**config.mk**
```make
export PLATFORM = sky130hd
export DESIGN_NAME = raster_tri_scheduler_flat
export DESIGN_NICKNAME = d
export VERILOG_FILES = /design/src/rtl/raster_tri_if.sv /design/src/rtl/raster_tri_scheduler.sv /design/src/flat_wrapper.sv
export SDC_FILE = /design/constraint.sdc
export NUM_CORES = 2
export LEC_CHECK = 0
export ABC_AREA = 1
export BUFFER_PORTS_ARGS = -buffer_cell sky130_fd_sc_hd__buf_2
export CAP_MARGIN = 25
export CORE_MARGIN = 2
export CORE_UTILIZATION = 64
export CTS_BUF_LIST = sky130_fd_sc_hd__clkbuf_4 sky130_fd_sc_hd__clkbuf_8
export CTS_CLUSTER_SIZE = 25
export DETAILED_ROUTE_END_ITERATION = 8
export PLACE_DENSITY = 0.83
export SLEW_MARGIN = 20
export SYNTH_ARGS = -nofsm -noshare
export SYNTH_HDL_FRONTEND = slang
export SYNTH_SLANG_ARGS = --single-unit
```
**constraint.sdc**
```tcl
create_clock -name clock -period 40 [get_ports clock]
set_input_delay 4 -clock clock [delete_from_list [all_inputs] [get_ports clock]]
set_output_delay 4 -clock clock [all_outputs]
set_load 0.05 [all_outputs]
```
**src/rtl/raster_tri_if.sv**
```systemverilog
// Triangle handshake, frame control and rasterizer-side bus for raster_tri_scheduler.
// slave is the scheduler's view; master is the view of the vertex stage, sequencer and rasterizer together.
interface raster_tri_if #(
  parameter int CNT_W = 16
);
  logic [359:0]     tri_in;
  logic             tri_valid;
  logic             tri_ready;
  logic             frame_start;
  logic             frame_end;
  logic [25:0]      fb_base;
  logic [359:0]     rast_tri;
  logic [25:0]      rast_addr;
  logic             rast_valid;
  logic             rast_last;
  logic             rast_done;
  logic             frame_done;
  logic             busy;
  logic             timeout_err;
  logic [CNT_W-1:0] issued_cnt;
  logic [CNT_W-1:0] culled_cnt;

  modport slave (
    input  tri_in, tri_valid, frame_start, frame_end, fb_base, rast_done,
    output tri_ready, rast_tri, rast_addr, rast_valid, rast_last,
           frame_done, busy, timeout_err, issued_cnt, culled_cnt
  );

  modport master (
    output tri_in, tri_valid, frame_start, frame_end, fb_base, rast_done,
    input  tri_ready, rast_tri, rast_addr, rast_valid, rast_last,
           frame_done, busy, timeout_err, issued_cnt, culled_cnt
  );
endinterface

```
**src/rtl/raster_tri_scheduler.sv**
```systemverilog
// Queues transformed triangles and feeds them one at a time to the rasterizer,
// culling axis-degenerate triangles and aborting hung ones with a watchdog.
//
// state | meaning
// IDLE  | no frame open; waiting for frame_start
// FETCH | pop next triangle (cull or launch), or finish once frame_end seen and queue empty
// RUN   | triangle presented to rasterizer; watchdog running
// DONE  | one-cycle frame_done pulse
module raster_tri_scheduler #(
  parameter int DEPTH   = 4,
  parameter int TIMEOUT = 640*480,
  parameter int CNT_W   = 16
) (
  input logic        clock,
  input logic        reset,
  raster_tri_if.slave bus
);

  localparam int AW = (DEPTH > 1) ? $clog2(DEPTH) : 1;
  localparam int WW = (TIMEOUT > 2) ? $clog2(TIMEOUT) : 1;

  typedef enum logic [1:0] {S_IDLE, S_FETCH, S_RUN, S_DONE} state_t;

  state_t            state, state_n;
  logic [359:0]      mem [DEPTH];
  logic [AW-1:0]     wr_ptr, rd_ptr;
  logic [AW:0]       count;
  logic [359:0]      rast_tri_q;
  logic [25:0]       rast_addr_q;
  logic [CNT_W-1:0]  issued_q, culled_q;
  logic              timeout_q;
  logic              end_seen;
  logic [WW-1:0]     wdog;

  logic              full, empty, push, pop, degen;
  logic              start_frame, cull, launch, finish_ok, abort;
  logic [359:0]      head;

  assign full  = (count == (AW+1)'(DEPTH));
  assign empty = (count == '0);
  assign push  = bus.tri_valid && !full;
  assign head  = mem[rd_ptr];

  // x fields at [359:328],[263:232],[167:136]; y fields at [327:296],[231:200],[135:104]
  assign degen = ((head[359:328] == head[263:232]) && (head[263:232] == head[167:136])) ||
                 ((head[327:296] == head[231:200]) && (head[231:200] == head[135:104]));

  always_comb begin
    state_n     = state;
    pop         = 1'b0;
    start_frame = 1'b0;
    cull        = 1'b0;
    launch      = 1'b0;
    finish_ok   = 1'b0;
    abort       = 1'b0;
    case (state)
      S_IDLE: begin
        if (bus.frame_start) begin
          start_frame = 1'b1;
          state_n     = S_FETCH;
        end
      end
      S_FETCH: begin
        if (!empty) begin
          pop = 1'b1;
          if (degen) begin
            cull = 1'b1;
          end else begin
            launch  = 1'b1;
            state_n = S_RUN;
          end
        end else if (end_seen) begin
          state_n = S_DONE;
        end
      end
      S_RUN: begin
        // a completion arriving on the expiry cycle still counts as done
        if (bus.rast_done) begin
          finish_ok = 1'b1;
          state_n   = S_FETCH;
        end else if (wdog == '0) begin
          abort   = 1'b1;
          state_n = S_FETCH;
        end
      end
      S_DONE: state_n = S_IDLE;
      default: state_n = S_IDLE;
    endcase
  end

  always_ff @(posedge clock or posedge reset) begin
    if (reset) begin
      state       <= S_IDLE;
      wr_ptr      <= '0;
      rd_ptr      <= '0;
      count       <= '0;
      rast_tri_q  <= '0;
      rast_addr_q <= '0;
      issued_q    <= '0;
      culled_q    <= '0;
      timeout_q   <= 1'b0;
      end_seen    <= 1'b0;
      wdog        <= '0;
    end else begin
      state <= state_n;
      if (push) wr_ptr <= wr_ptr + 1'b1;
      if (pop)  rd_ptr <= rd_ptr + 1'b1;
      if (push && !pop)      count <= count + 1'b1;
      else if (!push && pop) count <= count - 1'b1;

      if (start_frame) begin
        rast_addr_q <= bus.fb_base;
        issued_q    <= '0;
        culled_q    <= '0;
        timeout_q   <= 1'b0;
      end
      if (pop) rast_tri_q <= head;

      // watchdog counts down from TIMEOUT-1; expiry on terminal count zero
      if (launch)                           wdog <= WW'(TIMEOUT - 1);
      else if (state == S_RUN && wdog != '0) wdog <= wdog - 1'b1;

      if (cull && culled_q != '1)      culled_q <= culled_q + 1'b1;
      if (finish_ok && issued_q != '1) issued_q <= issued_q + 1'b1;
      if (abort) timeout_q <= 1'b1;

      if (state == S_DONE || start_frame)             end_seen <= 1'b0;
      else if (bus.frame_end && state != S_IDLE)      end_seen <= 1'b1;
    end
  end

  always_ff @(posedge clock) begin
    if (push) mem[wr_ptr] <= bus.tri_in;
  end

  assign bus.tri_ready   = !full;
  assign bus.rast_tri    = rast_tri_q;
  assign bus.rast_addr   = rast_addr_q;
  assign bus.rast_valid  = (state == S_RUN);
  assign bus.rast_last   = (state == S_RUN) && end_seen && empty;
  assign bus.frame_done  = (state == S_DONE);
  assign bus.busy        = (state != S_IDLE);
  assign bus.timeout_err = timeout_q;
  assign bus.issued_cnt  = issued_q;
  assign bus.culled_cnt  = culled_q;

endmodule
```
**src/flat_wrapper.sv**
```systemverilog
// flat-port wrapper written by rule: the top's interface ports become plain ports
module raster_tri_scheduler_flat 
#(
  parameter int DEPTH   = 4,
  parameter int TIMEOUT = 640*480,
  parameter int CNT_W   = 16
)
  (clock, reset, bus_tri_in, bus_tri_valid, bus_frame_start, bus_frame_end, bus_fb_base, bus_rast_done, bus_tri_ready, bus_rast_tri, bus_rast_addr, bus_rast_valid, bus_rast_last, bus_frame_done, bus_busy, bus_timeout_err, bus_issued_cnt, bus_culled_cnt);
  raster_tri_if #(.CNT_W(CNT_W)) bus_i ();
  input logic clock;
  input logic reset;
  input wire logic [$bits(bus_i.tri_in)-1:0] bus_tri_in;
  input wire logic [$bits(bus_i.tri_valid)-1:0] bus_tri_valid;
  input wire logic [$bits(bus_i.frame_start)-1:0] bus_frame_start;
  input wire logic [$bits(bus_i.frame_end)-1:0] bus_frame_end;
  input wire logic [$bits(bus_i.fb_base)-1:0] bus_fb_base;
  input wire logic [$bits(bus_i.rast_done)-1:0] bus_rast_done;
  output wire logic [$bits(bus_i.tri_ready)-1:0] bus_tri_ready;
  output wire logic [$bits(bus_i.rast_tri)-1:0] bus_rast_tri;
  output wire logic [$bits(bus_i.rast_addr)-1:0] bus_rast_addr;
  output wire logic [$bits(bus_i.rast_valid)-1:0] bus_rast_valid;
  output wire logic [$bits(bus_i.rast_last)-1:0] bus_rast_last;
  output wire logic [$bits(bus_i.frame_done)-1:0] bus_frame_done;
  output wire logic [$bits(bus_i.busy)-1:0] bus_busy;
  output wire logic [$bits(bus_i.timeout_err)-1:0] bus_timeout_err;
  output wire logic [$bits(bus_i.issued_cnt)-1:0] bus_issued_cnt;
  output wire logic [$bits(bus_i.culled_cnt)-1:0] bus_culled_cnt;
  assign bus_i.tri_in = bus_tri_in;
  assign bus_i.tri_valid = bus_tri_valid;
  assign bus_i.frame_start = bus_frame_start;
  assign bus_i.frame_end = bus_frame_end;
  assign bus_i.fb_base = bus_fb_base;
  assign bus_i.rast_done = bus_rast_done;
  assign bus_tri_ready = bus_i.tri_ready;
  assign bus_rast_tri = bus_i.rast_tri;
  assign bus_rast_addr = bus_i.rast_addr;
  assign bus_rast_valid = bus_i.rast_valid;
  assign bus_rast_last = bus_i.rast_last;
  assign bus_frame_done = bus_i.frame_done;
  assign bus_busy = bus_i.busy;
  assign bus_timeout_err = bus_i.timeout_err;
  assign bus_issued_cnt = bus_i.issued_cnt;
  assign bus_culled_cnt = bus_i.culled_cnt;
  raster_tri_scheduler #(.DEPTH(DEPTH), .TIMEOUT(TIMEOUT), .CNT_W(CNT_W)) u_core (.clock(clock), .reset(reset), .bus(bus_i));
endmodule
```
; ---- Yosys cells after proc, flatten, opt, wreduce, memory -nomap -nowiden
; Memories as Yosys holds them, arrays and structs flattened.
; Cells that the tools add are included.
[op_classes]
n_addsub = 7
n_reduce_logical = 28
n_mux = 35
eq_ne = 14
[op_table]
columns = op, n
row1 = equality test 32 bit, 4
row2 = 2-to-1 mux 16 bit, 3
row3 = 2-to-1 mux 19 bit, 2
row4 = "adder 16 x 1 -> 16 bit, second input constant", 2
row5 = "inequality test 16 bit, second input constant", 2
row6 = 2-to-1 mux 1 bit, 21
row7 = zero test 19 bit, 1
row8 = nonzero test 19 bit, 1
row9 = "subtractor 19 x 1 -> 19 bit, second input constant", 1
row10 = nonzero test 2 bit, 7
row11 = 2-to-1 mux 2 bit, 6
row12 = logical AND 1 bit, 11
row13 = "inequality test 3 x 2 -> 1 bit, second input constant", 3
row14 = one-hot mux 2 bit (4 select lines), 1
row15 = 2-to-1 mux 3 bit, 2
row16 = "adder 2 x 1 -> 2 bit, second input constant", 2
row17 = "equality test 2 bit, second input constant", 2
row18 = AND reduction 4 bit, 1
row19 = "adder 3 x 1 -> 3 bit, second input constant", 1
row20 = "equality test 3 bit, second input constant", 1
row21 = zero test 1 bit, 3
row22 = zero test 3 bit, 1
row23 = "subtractor 3 x 1 -> 3 bit, second input constant", 1
row24 = "equality test 2 x 1 -> 1 bit, second input constant", 1
row25 = other kinds (3), 4
[word_totals]
output_inout_bits = 424
ramBits = 1440
word_cells = 96
n_memories = 1
register_bits = 448
[mem_list]
columns = name, depth, word_bits, rd, rd_ports_with_merged_regs, write_ports, line_no
row1 = u_core.mem, 4, 360, 1, 0, 1, raster_tri_scheduler.sv:25  ; logic [359:0] mem [DEPTH];

; ---- Longest topological paths before layout
; An unclocked memory read counts as a cell.
[depth]
depth_word = 9
depth_mapped = 20
depth_no_buf = 17

; ---- Worst setup path before layout
; Ideal clock, no wire load.
[synth_timing]
path_type = input to register
start = input bus_tri_valid
end = memory u_core.mem[0][0], enable pin
arrival_ps = 19086
t_required_ps = 38909
path_stages = 2
setup_ps = 1091
path_buffers = 0
path_slack_ps = 19822
path_cell_list = nand2_1 -> nor2_1
[synth_via]
elab_chain_cells = 3
[synth_lines]
columns = element, line_no
row1 = start: declaration, flat_wrapper.sv:13  ; input wire logic [$bits(bus_i.tri_valid)-1:0] bus_tri_valid;
row2 = logical AND 1 bit, raster_tri_scheduler.sv:41  ; assign push = bus.tri_valid && !full;
row3 = 2-to-1 mux 1 bit, raster_tri_scheduler.sv:133  ; if (push) mem[wr_ptr] <= bus.tri_in;
row4 = 2-to-1 mux 1 bit (not written as such), raster_tri_scheduler.sv:133
row5 = end: declaration, raster_tri_scheduler.sv:25
; No other way between the ends.

; ---- Worst setup path after layout
[layout_timing]
start = input bus_tri_valid
end = memory u_core.mem[3][58], enable pin
; Same word-level chain as after synthesis.

==> impl_metrics.yaml <==
drt:
  via_count: 54200
  wl_per_cell_um: 21.9
  drtPass1Iterations: 9
  wirelength_mm: 202
  drt_iter0_markers: 6459
  vias_per_cell: 5.90
  drcViolationCount: 0
  ant_nets: 0
clock_network:
  cts_tree: "done"
  cts_max_level: 5
  numCtsBuffers: 309
  clk_latency_ns: 1.00
  numClockSinks: 1888
  cts_resized: 0
  post-cts-setup-buffers: 0
  max-clock-path-buffers: 4
  path_clk_slew_ns: 0.06
  ctsHoldBuffers: 0
  ctsRootBufferMaster: "clkbuf_8"
layout:
  drive_above_1_share_pct: 18.7
  final_common_cell: "nand2_1"
  nNetsFinal: 7751
  final_cell_mix: "nand2_1 (1838), edfxtp_1 (1440), nor2_1 (969)"
  fillers: 6939
  synthToLayoutAreaGrowth_pct: 15.7
  final_util_pct: 74.9
global_route:
  grt_pass1_vias: 51600
  grt_max_degree: 194
  antenna_found_initial: 119
  grt_pass1_wl_mm: 294
  track_usage_pct: 32.9
  grt_overflow: 0
synth:
  synthesis.area_um2: 74200
  syn_nets: 6904
  syn-instance-count: 6503
  yosys_warnings: 0
  yosysSeqAreaShare_pct: 73.4
  synth-edff-count: 1440
  synth_cell_type_count: 38
  synth_area_leaders: "edfxtp_1 (58%), dfrtp_1 (15%), nand2_1 (9.3%)"
  syn_area_per_cell_um2: 11.4
  synth_flop_cell: "edfxtp_1"
  synth_seq_cells: 1888
  async_flop_share_pct: 23.7
  yosysTopAreaCell: "edfxtp_1"
  yosys.area.top_type_share_pct: 58.3
hold_path:
  holdPathStages: 2
  min_from: "u_core.bus.rast_addr[12]"
  hold_path.class: "flop to flop"
  hold_end: "u_core.bus.rast_addr[12]"
critical_path:
  worstSetupEndpointType: "flop"
  r2r_setup_slack_ns: 33.36
  worstSetupPathType: "input port to flop"
  crit_fanout: 65
  cp.arrival_ns: 7.99
  crit_required_ns: 40.64
  r2r_end: "u_core.bus.culled_cnt[5]"
  r2r_cells: 20
  cp-start-kind: "input port"
  reg2reg_from: "u_core.rd_ptr[0]"
run_status:
  status: "complete, no violations"
sta:
  drv_slew: 0
  whs_ns: 0.465
  final.setup_skew_ns: 0.0911
  fmax_ghz: 0.136
  period_share_pct: 18.4
  setup_viol: 0
  slew-limit-headroom_pct: 24.6
  rsz0062_at_grt: "false"
  final-hold-violation-count: 0
  worst_pin_slew_ns: 1.13
  period_needed_ns: 7.35
  setup_tns_ns: 0
power_and_ir_drop:
  vdd_drop_max_uv: 78.2
  power.leakage_nw: 34.8
  powerDensity_nw_per_um2: 89.9
placed_design:
  hpwl_mm: 121
  gp_congestion: 0.899
  port_buffers: 815
floorplanning:
  io-pin-count: 816
  die-width_um: 344
  die_area_um2: 119000
  std_cell_rows: 124
  start_util_pct: 64.7
  core-area_um2: 115000
  die_h_um: 344
flow_run:
  maxCapViolCount: 0
## power by group
group	switching [mW]	internal, mW	total [mW]	leakage [nW]
logic	2.41	0.716	3.13	13.1
registers	0.255	2.66	2.91	18.5
clock network	0.739	0.937	1.68	3.29
total	3.41	4.31	7.72	34.8
## sequential cells by signal (all words and copies together), names as in the netlist
signal and flops:
u_core.bus.rast_tri 360, u_core.rd_ptr 2, u_core.wdog 19, u_core.mem 1440, u_core.count 3, u_core.end_seen 1, u_core.wr_ptr 2, u_core.state 2
u_core.bus.rast_addr 26, u_core.bus.timeout_err 1, u_core.bus.culled_cnt 16, u_core.bus.issued_cnt 16
## worst max-delay path: stages
cell and delay [ns]:
buf_2 0.11, nand2_1 0.28, nor2_4 0.71, buf_4 0.83, buf_4 0.93, buf_4 0.61
buf_12 0.31
## cells in the mapped netlist, drive strengths merged, types with 2 or more instances
library cell / count
clkbuf: 201
nor4: 4
mux2i: 3
buf: 141
xnor2: 7
nand3: 538
nor3: 14
nand3b: 2
o22ai: 4
ha: 8
nand2: 1840
o21ai: 544
edfxtp: 1440
a31oi: 168
or2: 4
inv: 106
a21oi: 3
dfrtp: 448
xor2: 25
nor2: 974
nand4: 20
## area by class of cell
cell class	count	area [µm²]	area share (%)
sequential	1888	54500	63.4
multi-input combinational	4166	17900	20.8
clock inverter	60	373	0.434
tap	1512	1890	2.20
antenna	100	250	0.292
clock buffer	481	5790	6.75
inverter	107	432	0.503
timing repair buffer	878	4750	5.53
## routing by layer
metal | GRT usage (%) | wire (µm) | part of all wire, % | up-vias
met5 | 0 | 372 | 0.18 | -
met4 | 21.8 | 12500 | 6.2 | 58
met3 | 8.54 | 21700 | 11 | 676
met2 | 51.5 | 97100 | 48 | 3368
met1 | 40.8 | 69900 | 35 | 25900
li1 | - | - | - | 24200
## through the flow
| step | area [µm²] | std cells | power [mW] | setup slack [ns] |
|---|---|---|---|---|
| 6_report | 85800 | 9192 | 7.72 | 32.65 |
| 3_5_place_dp | 79300 | 8546 | 5.98 | 31.69 |
| 3_3_place_gp | 79200 | 8543 | 5.85 | 31.33 |
| 5_1_grt | 85800 | 9159 | 8.09 | 32.60 |
| 2_1_floorplan | 74200 | 6503 | 5.24 | 19.82 |
| 4_1_cts | 85500 | 9087 | 7.66 | 32.75 |
## cell families after synthesis
logic type | Yosys count | share of synthesized area, %
multiplexers | 4 | 0.0557
adder cells (fa/ha/maj) | 9 | 0.162
AO/OA/AOI/OAI | 724 | 5.20
XOR/XNOR | 32 | 0.378
flip-flops | 1888 | 73.4
AND/OR/NAND/NOR | 3397 | 18.3
buffers and inverters | 449 | 2.52
## worst max-delay path by stage
stage,start,end,depth (start not counted),slack [ns]
floorplan,bus_tri_valid,u_core.mem[0][0],2,19.82
global placement,bus_tri_valid,u_core.mem[3][329],6,31.33
detailed placement,bus_tri_valid,u_core.mem[3][54],6,31.69
CTS,bus_tri_valid,u_core.mem[3][54],6,32.75
global route,bus_tri_valid,u_core.mem[3][59],7,32.60
finish,bus_tri_valid,u_core.mem[3][58],7,32.65
Power figures use the tool's default switching activity.
